**config.mk**
```make
export PLATFORM = sky130hd
export DESIGN_NAME = bpu_update_sched
export DESIGN_NICKNAME = d
export VERILOG_FILES = /design/src/rtl/bpu_update_sched.sv
export SDC_FILE = /design/constraint.sdc
export NUM_CORES = 1
export LEC_CHECK = 0
export ABC_CLOCK_PERIOD_IN_PS = 12100
export BUFFER_PORTS_ARGS = -buffer_cell sky130_fd_sc_hd__buf_4
export CAP_MARGIN = 20
export CORE_MARGIN = 4
export CORE_UTILIZATION = 62
export CTS_CLUSTER_SIZE = 28
export DETAILED_ROUTE_END_ITERATION = 8
export PLACE_DENSITY = 0.82
export SLEW_MARGIN = 40
export SYNTH_ARGS = -nofsm -noshare
export SYNTH_HDL_FRONTEND = slang
export SYNTH_SLANG_ARGS = --single-unit
export TNS_END_PERCENT = 20
```
**constraint.sdc**
```tcl
create_clock -name clock -period 12.1 [get_ports clock]
set_input_delay 2.42 -clock clock [delete_from_list [all_inputs] [get_ports clock]]
set_output_delay 2.42 -clock clock [all_outputs]
set_load 0.1 [all_outputs]
```
**src/rtl/bpu_update_sched.sv**
```systemverilog
// -----------------------------------------------------------------------------
// bpu_update_sched
//
// Queues backend branch-predictor training updates (BHT counter bumps and BTB
// entry writes) and issues them onto the single-ported BHT/BTB arrays in `bpu`.
// An update issues in any cycle without a fetch lookup. If lookups keep the
// port busy for STARVE_LIMIT consecutive cycles while an update is waiting,
// the next cycle is forced: the update takes the port and fetch is stalled.
//
// Ports
//   clock, reset            : rising-edge clock, asynchronous active-high reset
//   fetch_req               : fetch lookup wants the BHT/BTB port this cycle
//   fetch_stall             : a forced update owns the port this cycle
//   upd_valid / upd_ready   : update push handshake
//   upd_bht_*               : BHT update payload (enable, index, select, inc, dec)
//   upd_btb_*               : BTB update payload (enable, index, wmask, din)
//   bht_write_*, bht_valid_in              : BHT write port of `bpu`
//   btb_ce, btb_we, btb_wmask,
//   btb_write_index, btb_din               : BTB write port of `bpu`
//   q_count                 : current queue occupancy
// -----------------------------------------------------------------------------
module bpu_update_sched #(
  parameter int QDEPTH       = 4,  // power of two, >= 2
  parameter int STARVE_LIMIT = 8   // 1..255
) (
  input  logic                        clock,
  input  logic                        reset,

  input  logic                        fetch_req,
  output logic                        fetch_stall,

  input  logic                        upd_valid,
  output logic                        upd_ready,
  input  logic                        upd_bht_en,
  input  logic [8:0]                  upd_bht_index,
  input  logic [1:0]                  upd_bht_sel,
  input  logic                        upd_bht_inc,
  input  logic                        upd_bht_dec,
  input  logic                        upd_btb_en,
  input  logic [8:0]                  upd_btb_index,
  input  logic [128:0]                upd_btb_wmask,
  input  logic [128:0]                upd_btb_din,

  output logic                        bht_write_enable,
  output logic [8:0]                  bht_write_index,
  output logic [1:0]                  bht_write_counter_select,
  output logic                        bht_write_inc,
  output logic                        bht_write_dec,
  output logic                        bht_valid_in,

  output logic                        btb_ce,
  output logic                        btb_we,
  output logic [128:0]                btb_wmask,
  output logic [8:0]                  btb_write_index,
  output logic [128:0]                btb_din,

  output logic [$clog2(QDEPTH+1)-1:0] q_count
);

  localparam int PW = $clog2(QDEPTH);
  localparam int CW = $clog2(QDEPTH + 1);

  localparam logic [CW-1:0] FULL_COUNT = CW'(QDEPTH);
  localparam logic [7:0]    LIMIT      = 8'(STARVE_LIMIT);

  // Full update payload as held in the queue.
  typedef struct packed {
    logic         bht_en;
    logic [8:0]   bht_index;
    logic [1:0]   bht_sel;
    logic         bht_inc;
    logic         bht_dec;
    logic         btb_en;
    logic [8:0]   btb_index;
    logic [128:0] btb_wmask;
    logic [128:0] btb_din;
  } entry_t;

  entry_t          mem [QDEPTH];
  entry_t          wr_entry;
  entry_t          head;

  logic [PW-1:0]   wr_ptr;
  logic [PW-1:0]   rd_ptr;
  logic [CW-1:0]   count;
  logic [7:0]      starve_cnt;

  logic            not_empty;
  logic            forced;
  logic            grant;
  logic            push;

  // ---------------------------------------------------------------------------
  // Control
  // ---------------------------------------------------------------------------
  assign not_empty   = (count != '0);
  assign forced      = (starve_cnt == LIMIT);
  // A forced cycle wins the port regardless of fetch_req.
  assign grant       = not_empty && (!fetch_req || forced);
  // No pass-through when full: readiness depends only on the registered count.
  assign upd_ready   = (count != FULL_COUNT);
  assign push        = upd_valid && upd_ready;
  assign fetch_stall = forced && not_empty;
  assign q_count     = count;

  assign head = mem[rd_ptr];

  always_comb begin
    wr_entry           = '0;
    wr_entry.bht_en    = upd_bht_en;
    wr_entry.bht_index = upd_bht_index;
    wr_entry.bht_sel   = upd_bht_sel;
    wr_entry.bht_inc   = upd_bht_inc;
    wr_entry.bht_dec   = upd_bht_dec;
    wr_entry.btb_en    = upd_btb_en;
    wr_entry.btb_index = upd_btb_index;
    wr_entry.btb_wmask = upd_btb_wmask;
    wr_entry.btb_din   = upd_btb_din;
  end

  // ---------------------------------------------------------------------------
  // Pointers, occupancy and starvation counter
  // ---------------------------------------------------------------------------
  // NOTE: sequential state uses non-blocking assignments so every register
  // samples the pre-edge values, independent of statement order.
  always_ff @(posedge clock or posedge reset) begin
    if (reset) begin
      wr_ptr     <= '0;
      rd_ptr     <= '0;
      count      <= '0;
      starve_cnt <= '0;
    end else begin
      // QDEPTH is a power of two, so natural pointer overflow is the wrap.
      if (push)  wr_ptr <= wr_ptr + PW'(1);
      if (grant) rd_ptr <= rd_ptr + PW'(1);

      case ({push, grant})
        2'b10:   count <= count + CW'(1);
        2'b01:   count <= count - CW'(1);
        default: count <= count;
      endcase

      // Counts cycles an update has been held off by fetch. When it reaches
      // LIMIT the next cycle is a forced grant, which clears it again.
      if (grant || !not_empty) begin
        starve_cnt <= '0;
      end else if (starve_cnt != LIMIT) begin
        starve_cnt <= starve_cnt + 8'd1;
      end
    end
  end

  // NOTE: the payload storage has no reset; an entry is only ever read after
  // it has been written, and the pointers/count are what reset clears.
  always_ff @(posedge clock) begin
    if (push) mem[wr_ptr] <= wr_entry;
  end

  // ---------------------------------------------------------------------------
  // Write-port drive: everything is zero unless the head is being issued.
  // ---------------------------------------------------------------------------
  // NOTE: every output gets a default before the conditional so no latch is
  // inferred and nothing is left undriven in non-grant cycles.
  always_comb begin
    bht_write_enable         = 1'b0;
    bht_write_index          = '0;
    bht_write_counter_select = '0;
    bht_write_inc            = 1'b0;
    bht_write_dec            = 1'b0;
    bht_valid_in             = 1'b0;
    btb_ce                   = 1'b0;
    btb_we                   = 1'b0;
    btb_wmask                = '0;
    btb_write_index          = '0;
    btb_din                  = '0;

    if (grant) begin
      // A head with both enables low is still popped, just without strobes.
      bht_write_enable         = head.bht_en;
      bht_valid_in             = head.bht_en;
      bht_write_index          = head.bht_index;
      bht_write_counter_select = head.bht_sel;
      // inc and dec are forwarded as-is even when both are set.
      bht_write_inc            = head.bht_inc;
      bht_write_dec            = head.bht_dec;
      btb_ce                   = head.btb_en;
      btb_we                   = head.btb_en;
      btb_write_index          = head.btb_index;
      btb_wmask                = head.btb_wmask;
      btb_din                  = head.btb_din;
    end
  end

endmodule
```
== After elaboration in Yosys (flattened, before gate mapping) ==
Memories as Yosys holds them, arrays and structs flattened.
Cells that the tools add are included.
Storage, ports and cells
  bits in registers: 15
  memory bits (writable): 1128
  input bits: 286
  logic and storage cells: 39
  memories: 1
Operators by class
  $add $sub $neg: 5
  equal/unequal tests: 5
  multiplexer cells: 14
  reduce and logical (&&, ||, !) cells: 10
Memories
  mem: depth 4, width 282, read ports 1, clocked after Yosys merged registers in 0, wr ports 1, line 79  | entry_t mem [QDEPTH];
Operator list (count)
  $mux W129: 2
  $mux W9: 2
  $mux W8: 2
  $add A8 B1 Y8 const B: 1
  $eq A8 B4 Y1 const B: 1
  $ne A8 B4 Y1 const B: 1
  $mux W1: 6
  $pmux W3 S2: 1
  $add A2 B1 Y2 const B: 2
  $reduce_bool A2 Y1: 2
  $add A3 B1 Y3 const B: 1
  $logic_and A1 B1 Y1: 3
  $ne A3 B3 Y1 const B: 1
  $reduce_bool A3 Y1: 1
  $sub A3 B1 Y3 const B: 1
  $eq A2 B1 Y1 const B: 1
  $eq A2 B2 Y1 const B: 1
  $logic_not A1 Y1: 2
  $logic_or A1 B1 Y1: 2
  $mux W2: 1

== Logic depth before layout (Yosys ltp) ==
  depth in word-level cells: 5
  gate-level depth with buffers: 13
  gate-level depth less buffers: 10

== Least setup slack after synthesis ==
Ideal clock, no wire load.
  path kind: input port to flip-flop
  from: input upd_valid
  to: memory mem[0][0] (netlist bit) (enable)
  library setup time: 682 ps
  arrival: 8858 ps
  data required time: 11418 ps
  setup slack: 2559 ps
  stages: 1
  buffers on the path: 0
  path through: and3_1
On the way
  longest elaborated chain between the ends: 3
Ends and longest elaborated chain
  start, declared: line 32  | input logic upd_valid,
  $logic_and A1 B1 Y1: line 102  | assign push = upd_valid && upd_ready;
  $mux W1: line 156  | if (push) mem[wr_ptr] <= wr_entry;
  $mux W1 (not written as such): line 156
  end, declared: line 79
Every way passes these cells.

== Worst setup path in the final report ==
  from: input fetch_req
  to: output btb_wmask[61]
On the way
  longest elaborated chain between the ends: 4
Ends and longest elaborated chain
  start, declared: line 29  | input logic fetch_req,
  $logic_not A1 Y1: line 99  | assign grant = not_empty && (!fetch_req || forced);
  $logic_or A1 B1 Y1: line 99
  $logic_and A1 B1 Y1: line 99
  $mux W129: line 177  | if (grant) begin
  end, declared: line 53  | output logic [128:0] btb_wmask,
Every way passes these cells.

==> implementation parameters <==
Parameter                              Value

Run status
  Result of the run    finished clean

Power
  Power density over cell area    291.3 nW/um^2
  Net Sw Frac    0.4097
  Reported leakage power    18.51 nW
  Cell internal power dissipation    0.009341 W
  Switching power    0.006485 W
  Total power draw    0.01583 W
  Worst vdd ir    282.4 uV
  Reg power frac    0.343
  Combinational cell fraction of total power    0.439
  Clock network fraction of total power    0.218

Clocking
  Hold-fix buffers at CTS    0
  Worst skew pair latency    0.66 ns
  TritonCTS clock tree    yes
  TritonCTS Buffers    109
  PostCTS Resize Cnt    0
  CTS clock-pin slew for the worst setup and hold paths    0.06 ns
  Clock root buffer    clkbuf_16
  Post-CTS setup buffer count    0
  H-Tree Depth    3
  # clock sinks    1143
  Worst-case clock buffer depth    3

Worst setup path
  Worst-path maximum fanout    63
  Worst R2R Start    q_count[0]$_DFFE_PP0P_
  Crit Path Category    input pin to output pin
  Data arrival, critical path    4.75 ns
  Start point of the critical path    fetch_req
  Critical Path End Type    output pin
  Type of origin of the critical path    input pin
  Data required, critical path    9.68 ns

Global routing
  First-pass GRT wire length    152400 um
  Vias in the first global route    23440
  Initial antenna violation count    20
  Maximum number of pins on one net before global-route repair    136
  Overall fraction of global-route tracks in use    0.2636
  GRT Residual Overflow    0

Synthesis
  Most used standard cells in the synthesized netlist    edfxtp_1 (1128), mux4_2 (282), nor3b_2 (239), buf_2 (53), clkbuf_1 (44)
  Synthesis-stage register bit count    1143
  Synthesized net count    2197
  Cell type with the largest total area after synthesis    edfxtp_1
  Cell variety after synth    32
  Most common cell in the synthesized netlist    edfxtp_1
  Sequential cell area fraction in the yosys report    0.7584
  Synth warn    0
  Cell count after synthesis    1903
  Async set-or-reset flop fraction in the synthesized netlist    0.01312
  Primary FF master, synth    edfxtp_1
  Cell area after technology mapping    45160 um^2
  Share of the synthesized area in the top cell type    0.7501
  Average cell area after synthesis    23.73 um^2
  Count of flip-flops with a built-in enable after synthesis    1128
  Dominant cells by area after synthesis    edfxtp_1 (75%), mux4_2 (14%), nor3b_2 (6.6%)

Final layout
  Share of layout cells above drive strength 1    0.5073
  Finished layout cell area    54330 um^2
  Layout Area Growth over Synthesis    20.33%
  Number of nets in the layout    2793

Timing
  Final critical path time including I/O delays and setup    7.172 ns
  Pins Over Slew Limit    0
  Worst rel slew slack    0.4357
  Final Skew    0.02530 ns
  Post-route clock period utilization    0.5927
  Transition time of the tightest slew-check pin    0.8465 ns
  Setup repair after global routing missed its margin    false
  Maximum clock rate    139.4 MHz
  Setup ws final    4.928 ns
  Setup violators final    0
  Final number of hold-violating endpoints    0
  Setup total negative slack    0 ns

Placed design
  Count of buffers inserted at the top-level ports    574
  Half-perimeter wire length of the detailed placement result    60890 um
  Worst slack, placed    4.968 ns
  Post-DP Area    50520 um^2
  Placer congestion estimate    0.7608

Routing
  Routed WL    101800 um
  WL per Instance    28.61 um
  Post-DR vias/cell    6.218
  Initial drt markers    2217
  Count of vias placed by the detailed router    22130
  ANT nets after route    0
  Router iterations before antenna repair    7
  DRC violations left    0

Floorplanning
  Area of the core region    71850 um^2
  Overall die area    77210 um^2
  Height of the die    277.9 um
  Die width    277.9 um
  Rows    98
  I/O pin count    575
  Effective utilization at floorplan    0.6284

Hold path
  Hold Path Origin    starve_cnt[0]$_DFFE_PP0P_
  Worst hold-check path type    flip-flop to flip-flop

Flow run
  Maximum Capacitance Violations    0
## flip-flops by register name, indices dropped and copies added, names as in the netlist
register    flops
wr_ptr          2
rd_ptr          2
mem          1128
starve_cnt      8
q_count         3
## area by class of cell
type                    instances  area, um^2
clock buffers                 129        2864
flip-flops and latches       1143       34260
multi-input cells             624       10150
diodes                         17       42.54
well taps                     950        1189
inverters                       7       26.28
clock inverters                75       804.5
repair buffers                614        5007
fillers                      3696       17520
## final timing paths
| kind | end | slack [ns] | cells past startpoint |
|---|---|---|---|
| min in group asynchronous | rd_ptr[0]$_DFFE_PP0P_ | 1.83 | 2 |
| worst max register to register | mem[2][126]$_DFFE_PP_ | 8.59 | 5 |
| max in group asynchronous | rd_ptr[1]$_DFFE_PP0P_ | 9.84 | 2 |
| worst min register to register | starve_cnt[0]$_DFFE_PP0P_ | 0.49 | 1 |
| worst max-delay path | btb_wmask[61] | 4.93 | 6 |
| worst min-delay path | starve_cnt[0]$_DFFE_PP0P_ | 0.49 | 1 |
## through the flow
| stage | std cells | hold slack (ns) | util |
|---|---|---|---|
| final | 3559 | 0.4937 | 0.7562 |
| after global routing | 3559 | 0.5178 | 0.7562 |
| after CTS | 3538 | 0.4963 | 0.7541 |
| after detailed placement | 3334 | 0.4878 | 0.7031 |
| after global placement | 3323 | 0.4720 | 0.6990 |
| after floorplan | 1903 | 0.4546 | - |
## critical path, cell delays in order
cell	delay, ns
buf_4	0.11
o21a_4	0.44
buf_4	0.62
buf_6	0.67
nor3b_2	0.11
buf_4	0.27
## cell usage in the layout (no fill, tap or decap), drive strengths merged, types with 5 or more instances in the layout
cell | netlist | routed
edfxtp | 1128 | 1128
clkbuf | 44 | 129
clkinv | 0 | 49
nor2 | 6 | 6
ha | 7 | 7
dfrtp | 15 | 15
buf | 85 | 614
nor3b | 282 | 282
clkinvlp | 0 | 7
and3 | 5 | 5
mux4 | 282 | 282
inv | 7 | 10
diode | 0 | 17
bufinv | 0 | 16
## power groups by stage
stage	sequential (W)	combinational (W)	clock (W)
6_report	0.00544	0.00694	0.00345
4_1_cts	0.00544	0.00699	0.00349
2_1_floorplan	0.00569	0.00536	0
3_3_place_gp	0.00552	0.00674	0
3_5_place_dp	0.00550	0.00693	0
5_1_grt	0.00549	0.00719	0.00369
## layer usage
layer,vias to the layer above,track usage,share of wire
met5,-,0,0.00048
met4,6,0.1126,0.043
met3,227,0.05841,0.077
met2,1031,0.4406,0.52
met1,11620,0.3401,0.36
li1,9248,-,-
## kinds of logic after synthesis
| logic type | share of synthesized area |
|---|---|
| adders and majority gates | 0.002383 |
| xor gates and xnor gates | 0.001358 |
| muxes | 0.1411 |
| buffers and inverters | 0.01759 |
| and+or+nand+nor | 0.07711 |
| AOI/OAI and AO/OA | 0.001967 |
| DFF | 0.7584 |
(Power assumes the default switching activity.)
